===== config.mk =====
export PLATFORM = sky130hd
export DESIGN_NAME = hs_rx_fifo
export DESIGN_NICKNAME = d
export VERILOG_FILES = /design/src/rtl/hs_rx_fifo.sv
export SDC_FILE = /design/constraint.sdc
export NUM_CORES = 1
export LEC_CHECK = 0
export ABC_AREA = 1
export ABC_CLOCK_PERIOD_IN_PS = 3200
export BUFFER_PORTS_ARGS = -buffer_cell sky130_fd_sc_hd__buf_2
export CELL_PAD_IN_SITES_DETAIL_PLACEMENT = 0
export CELL_PAD_IN_SITES_GLOBAL_PLACEMENT = 1
export CORE_ASPECT_RATIO = 0.8
export CORE_MARGIN = 1
export CORE_UTILIZATION = 35
export DETAILED_ROUTE_END_ITERATION = 8
export PLACE_DENSITY = 0.67
export SLEW_MARGIN = 0
export SYNTH_ARGS = -nofsm -noshare
export SYNTH_HDL_FRONTEND = slang
export SYNTH_SLANG_ARGS = --single-unit

===== constraint.sdc =====
create_clock -name clk -period 3.2 [get_ports clk]
set_input_delay 0.64 -clock clk [delete_from_list [all_inputs] [get_ports clk]]
set_output_delay 0.64 -clock clk [all_outputs]
set_load 0.02 [all_outputs]

===== src/rtl/hs_rx_fifo.sv =====
// Receive-side FWFT buffer behind the valid/ready slave stage. It counts delivered
// words and flags upstream senders that drop or alter a stalled word.
module hs_rx_fifo #(
   parameter int DATA_W = 32,
   parameter int DEPTH  = 4,
   parameter int CNT_W  = 16
) (
   input  logic                       clk,
   input  logic                       reset,
   input  logic                       s_valid,
   input  logic [DATA_W-1:0]          s_data,
   output logic                       s_ready,
   output logic                       m_valid,
   output logic [DATA_W-1:0]          m_data,
   input  logic                       m_ready,
   output logic [$clog2(DEPTH):0]     level,
   output logic [CNT_W-1:0]           xfer_cnt,
   output logic                       proto_err,
   input  logic                       clr_err
);

   localparam int PTR_W = $clog2(DEPTH);
   localparam int LVL_W = PTR_W + 1;

   logic [DATA_W-1:0] mem [DEPTH];
   logic [PTR_W-1:0]  wr_ptr;
   logic [PTR_W-1:0]  rd_ptr;
   logic [PTR_W-1:0]  rd_ptr_next;
   logic              push;
   logic              pop;
   logic [LVL_W-1:0]  level_next;
   logic [LVL_W-1:0]  avail;
   logic              stall_q;
   logic [DATA_W-1:0] stall_data;

   // avail excludes the word being written this edge, which gives the
   // one-cycle fill latency into the registered output stage.
   always_comb begin
      push        = s_valid & s_ready;
      pop         = m_valid & m_ready;
      level_next  = level + LVL_W'(push) - LVL_W'(pop);
      avail       = level - LVL_W'(pop);
      rd_ptr_next = rd_ptr + PTR_W'(pop);
   end

   always_ff @(posedge clk) begin
      if (push)
         mem[wr_ptr] <= s_data;
   end

   always_ff @(posedge clk) begin
      if (reset) begin
         wr_ptr     <= '0;
         rd_ptr     <= '0;
         level      <= '0;
         s_ready    <= 1'b0;
         m_valid    <= 1'b0;
         m_data     <= '0;
         xfer_cnt   <= '0;
         proto_err  <= 1'b0;
         stall_q    <= 1'b0;
         stall_data <= '0;
      end else begin
         wr_ptr  <= wr_ptr + PTR_W'(push);
         rd_ptr  <= rd_ptr_next;
         level   <= level_next;
         s_ready <= (level_next < LVL_W'(DEPTH));
         m_valid <= (avail != '0);
         if (avail != '0)
            m_data <= mem[rd_ptr_next];
         if (pop)
            xfer_cnt <= xfer_cnt + CNT_W'(1);
         // A stalled word must stay valid and unchanged until accepted.
         stall_q    <= s_valid & ~s_ready;
         stall_data <= s_data;
         if (stall_q && (!s_valid || (s_data != stall_data)))
            proto_err <= 1'b1;
         else if (clr_err)
            proto_err <= 1'b0;
      end
   end

endmodule


After elaboration in Yosys (flattened, before gate mapping)
Memory sizes are Yosys's and may differ from the RTL's. A register that Yosys moved wholly into a read port is not among the register bits.
Index checks and enable logic that the tools add are counted.
- RAM bits: 128
- flip-flop bits (word level): 59
- memories kept: 1
- input bits: 37
- output and inout bits: 54
- bitwise logic cells: 4
- muxes and demuxes: 4
- magnitude comparators: 1
- add/sub/neg operators: 6
- reduce and logical (&&, ||, !) cells: 5
- equality and inequality tests: 1
- memory list (name ; depth ; width ; read ports ; clocked after Yosys merged registers in ; wr ports ; RTL line ; source):
    mem ; 4 ; 32 ; 1 ; 1 ; 1 ; 25 ; logic [DATA_W-1:0] mem [DEPTH];
- operators with widths (cell ; number):
    32-bit != test ; 1
    16-bit by 1-bit adder with 16-bit output (second input constant) ; 1
    3-bit by 1-bit subtractor with 3-bit output ; 2
    2-bit by 1-bit adder with 2-bit output ; 2
    1-bit two-way mux ; 4
    3-bit by 1-bit adder with 3-bit output ; 1
    1-bit AND ; 3
    3-bit less-than comparator (second input constant) ; 1
    3-bit nonzero test ; 1
    2-bit nonzero test ; 1
    1-bit logical AND ; 1
    1-bit logical NOT ; 1
    1-bit logical OR ; 1
    1-bit inverter ; 1

Logic depth before layout (Yosys ltp)
- word-level depth: 4
- gate-level depth with buffers: 11

Worst setup path after synthesis
OpenSTA, ideal clock, no wires.
- path type: input to register
- start: input s_valid
- end: memory mem[0][0] (enable)
- setup slack: -0.231 ns
- stages: 2
- buffers on the path: 0
- arrival: 2.970 ns
- cells stage by stage: nand2_1 -> nor3_1
- word-level cells in the longest chain between the ends: 3
- RTL lines (element ; RTL line ; source):
    from (decl) ; 10 ; input logic s_valid,
    1-bit AND ; 39 ; push = s_valid & s_ready;
    1-bit two-way mux ; 47 ; if (push)
    1-bit two-way mux (implied by the code) ; 48 ; mem[wr_ptr] <= s_data;
    to (decl) ; 25 ;
No other way between the ends.

Worst setup path after layout
- start: register m_valid
- end: register m_data[14] (read register of mem)
- word-level cells in the longest chain between the ends: 3
- elaborated cells between the ends (all ways): 4
- classes of those cells: add/sub: 2; bitwise: 1; reduce/logical: 1
- RTL lines (element ; RTL line ; source):
    from (decl) ; 13 ; output logic m_valid,
    from (signal assigned) ; 68 ; m_valid <= (avail != '0);
    1-bit AND (*) ; 40 ; pop = m_valid & m_ready;
    via pop ; 30 ; logic pop;
    3-bit by 1-bit subtractor with 3-bit output ; 42 ; avail = level - LVL_W'(pop);
    3-bit nonzero test ; 69 ; if (avail != '0)
    to (decl) ; 14 ; output logic [DATA_W-1:0] m_data,
The timed path passes the listed nets; every way through them passes the cells marked *.
A chain may end at the register's enable or synchronous reset.

==> impl_metrics.ini <==
[clocking]
clk_path_buf_depth = 3
clock_sinks = 219
cts_tree = done
clkTransAtPathRegs_ns = 0.06
post-cts-setup-buffers = 0
cts_hold_buf = 0
cts_resized = 0
ctsHtreeMaxLevel = 1
clock_latency_ns = 0.51
root_buffer = clkbuf_16
cts_made_buffers = 24

[power]
power.total_w = 0.00816
p_sw_w = 0.00256
p_comb_share_pct = 23.5
swShare_pct = 31.3
peakVddDrop_mv = 0.377
power.density_nw_per_um2 = 810
clockPowerShare_pct = 33.2
power_leakage_nw = 4.02
p_int_w = 0.00560
power_frac_seq_pct = 43.3

[drt]
routed_wl_um = 18900
detail-route-antenna-nets = 0
via_count = 5656
via_per_inst = 4.54
drc = 0
wire_per_inst_um = 15.1
dr.pass1.iters = 4
first_iter_violations = 304

[synthesis]
syn_nets = 856
synth_seq_cells = 219
ys_types = 35
syn_area_per_cell_um2 = 10.4
synth_warnings = 0
synth_most_common_cell = edfxtp_1
yosysSeqAreaShare_pct = 66.9
synthTopCellsByArea = edfxtp_1, dfxtp_1, nand2_1
synth_common_cells = edfxtp_1, nand2_1, inv_1
yosysTopAreaCell = edfxtp_1
synthArstFlopShare_pct = 0
syn_area_um2 = 8470
synth_top_area_share_pct = 45.4
synth-edff-count = 128
synth-main-ff-cell = edfxtp_1
synthCells = 812

[worst_setup_path]
timing.critical_path.buf_inv = 3
crit_type = register to register
cp_max_fo = 44
slowest_delay_ns = 0.35
path_cells = nand2_2 -> inv_1 -> ha_1 -> or2_1 -> nand2_2 -> inv_2 -> buf_12 -> nor2_1 -> o22ai_1 -> nand2_1 -> o21ai_1
crit_family = buffers and inverters
start_kind = register
required_ns = 3.64
end_kind = register
cpMaxStageDelayCell = dfxtp_1
cp.arrival_ns = 2.53
crit_top_cell = nand2_2

[sta]
worst_pin_slew_ns = 0.580
relSlewSlack_pct = 61.3
skew_ns = 0.00593
rsz0062_at_grt = no
hold_viol_final = 0
setup_viol = 0
tns_ns = 0
slew_violations = 0
min_period_ns = 2.09
post-route-period-util_pct = 65.2
setup_ws_ns = 1.11
fmax_mhz = 480

[grt]
grt_max_degree = 49
antenna_found_initial = 0
gr-total-overflow = 0
grt_first_pass_wirelength_um = 30100
grt_use_total_pct = 15.7
grt_pass1_vias = 5530

[floorplan]
die_h_um = 141
die_x_um = 176
initial_core_util_pct = 35.9
ios = 91
die-area_um2 = 24800
rows = 50
fp.coreArea_um2 = 23600

[finish]
area_growth_syn_to_layout_pct = 19.0
final_nets = 960
drive_gt1_share_pct = 17.7
post-route-util_pct = 42.7
final_cells = 1246
num_antenna_cells = 0

[placed_design]
place_ws_ns = 0.695
io_buffer_count = 90
dp_hpwl_um = 11500
dpl.cell_count = 1202
gp_congestion = 0.700

[run_status]
outcome = finished clean

[worst_hold_path]
hold_path_class = input port to register

[job]
max_cap_viol_count = 0
## logic make-up (layout without fill, tap and decap cells)
family | Yosys count | in the layout | share of synthesized area [%]
buffers and inverters | 149 | 271 | 7.50
AOI/OAI and AO/OA | 133 | 133 | 8.38
xor gates and xnor gates | 18 | 18 | 1.86
adders and majority gates | 7 | 7 | 1.12
and+or+nand+nor | 286 | 286 | 14.2
DFF | 219 | 219 | 66.9
## power groups by stage
stage	sequential, W	combinational [W]	clock [W]
floorplan	0.00384	0.000988	0
global placement	0.00359	0.00194	0
detailed placement	0.00359	0.00195	0
CTS	0.00353	0.00196	0.00279
global route	0.00357	0.00219	0.00291
finish	0.00353	0.00192	0.00271
## placed cells by master (no fill, tap or decap), types with 2 or more instances in the layout
master | Yosys | routed
clkinvlp_4 | 0 | 2
o21ai_1 | 54 | 54
buf_2 | 11 | 90
nand2_2 | 4 | 4
o22ai_1 | 27 | 27
clkbuf_1 | 12 | 5
xnor2_1 | 15 | 15
dfxtp_1 | 91 | 91
clkinv_2 | 0 | 4
clkbuf_8 | 0 | 5
ha_1 | 6 | 6
o21ai_0 | 36 | 36
nor2_1 | 112 | 112
clkinv_1 | 0 | 2
a21oi_1 | 12 | 12
inv_2 | 3 | 3
xor2_1 | 3 | 3
buf_4 | 1 | 18
nor2_4 | 4 | 4
nor3_2 | 1 | 5
nor3_1 | 7 | 3
clkbuf_16 | 0 | 25
nand2_1 | 120 | 120
nand4_1 | 9 | 9
nand3_1 | 25 | 25
inv_1 | 115 | 115
edfxtp_1 | 128 | 128
## worst register-to-register path, delay by kind of cell (launching register included)
family | cells | cell delay, ns
AOI/OAI and AO/OA | 2 | 0.26
adders and majority gates | 1 | 0.18
buffers and inverters | 3 | 0.78
DFF | 1 | 0.35
and+or+nand+nor | 5 | 0.43
## state kept, by name (all words and copies together), names as in the netlist
| name | cells |
|---|---|
| stall_data | 32 |
| proto_err | 1 |
| mem | 128 |
| m_valid | 1 |
| stall_q | 1 |
| wr_ptr | 2 |
| level | 3 |
| rd_ptr | 2 |
| m_data | 32 |
| xfer_cnt | 16 |
| s_ready | 1 |
## metal layers
metal	routed length (µm)	vias up	global-route usage, %
met2	8340	110	24.8
met4	429	0	4.44
met5	0	-	0
met1	9170	2630	21.9
li1	-	2885	-
met3	920	31	2.86
## worst paths after layout
| path | start | endpoint | slack (ns) | cells past startpoint |
|---|---|---|---|---|
| setup / recovery | m_valid | m_data[14] | 1.11 | 11 |
| hold / removal | s_data[3] | mem[2][3] | 0.38 | 1 |
| setup reg to reg | m_valid | m_data[14] | 1.11 | 11 |
| hold reg to reg | m_data[7] | m_data[7] | 0.45 | 2 |
## area by class of cell
cell class | count | area (µm²)
sequential | 219 | 5670
inverter | 118 | 443
clock buffer | 35 | 713
clock inverter | 9 | 72.6
multi-input combinational | 444 | 2190
tap | 312 | 390
timing repair buffer | 109 | 606
fill | 2291 | 13500
## through the flow
step,hold slack (ns),area (µm²)
floorplan,0.424,8470
global placement,0.441,9290
detailed placement,0.445,9290
CTS,0.364,10100
global route,0.374,10100
finish,0.382,10100
(Power assumes the default switching activity.)
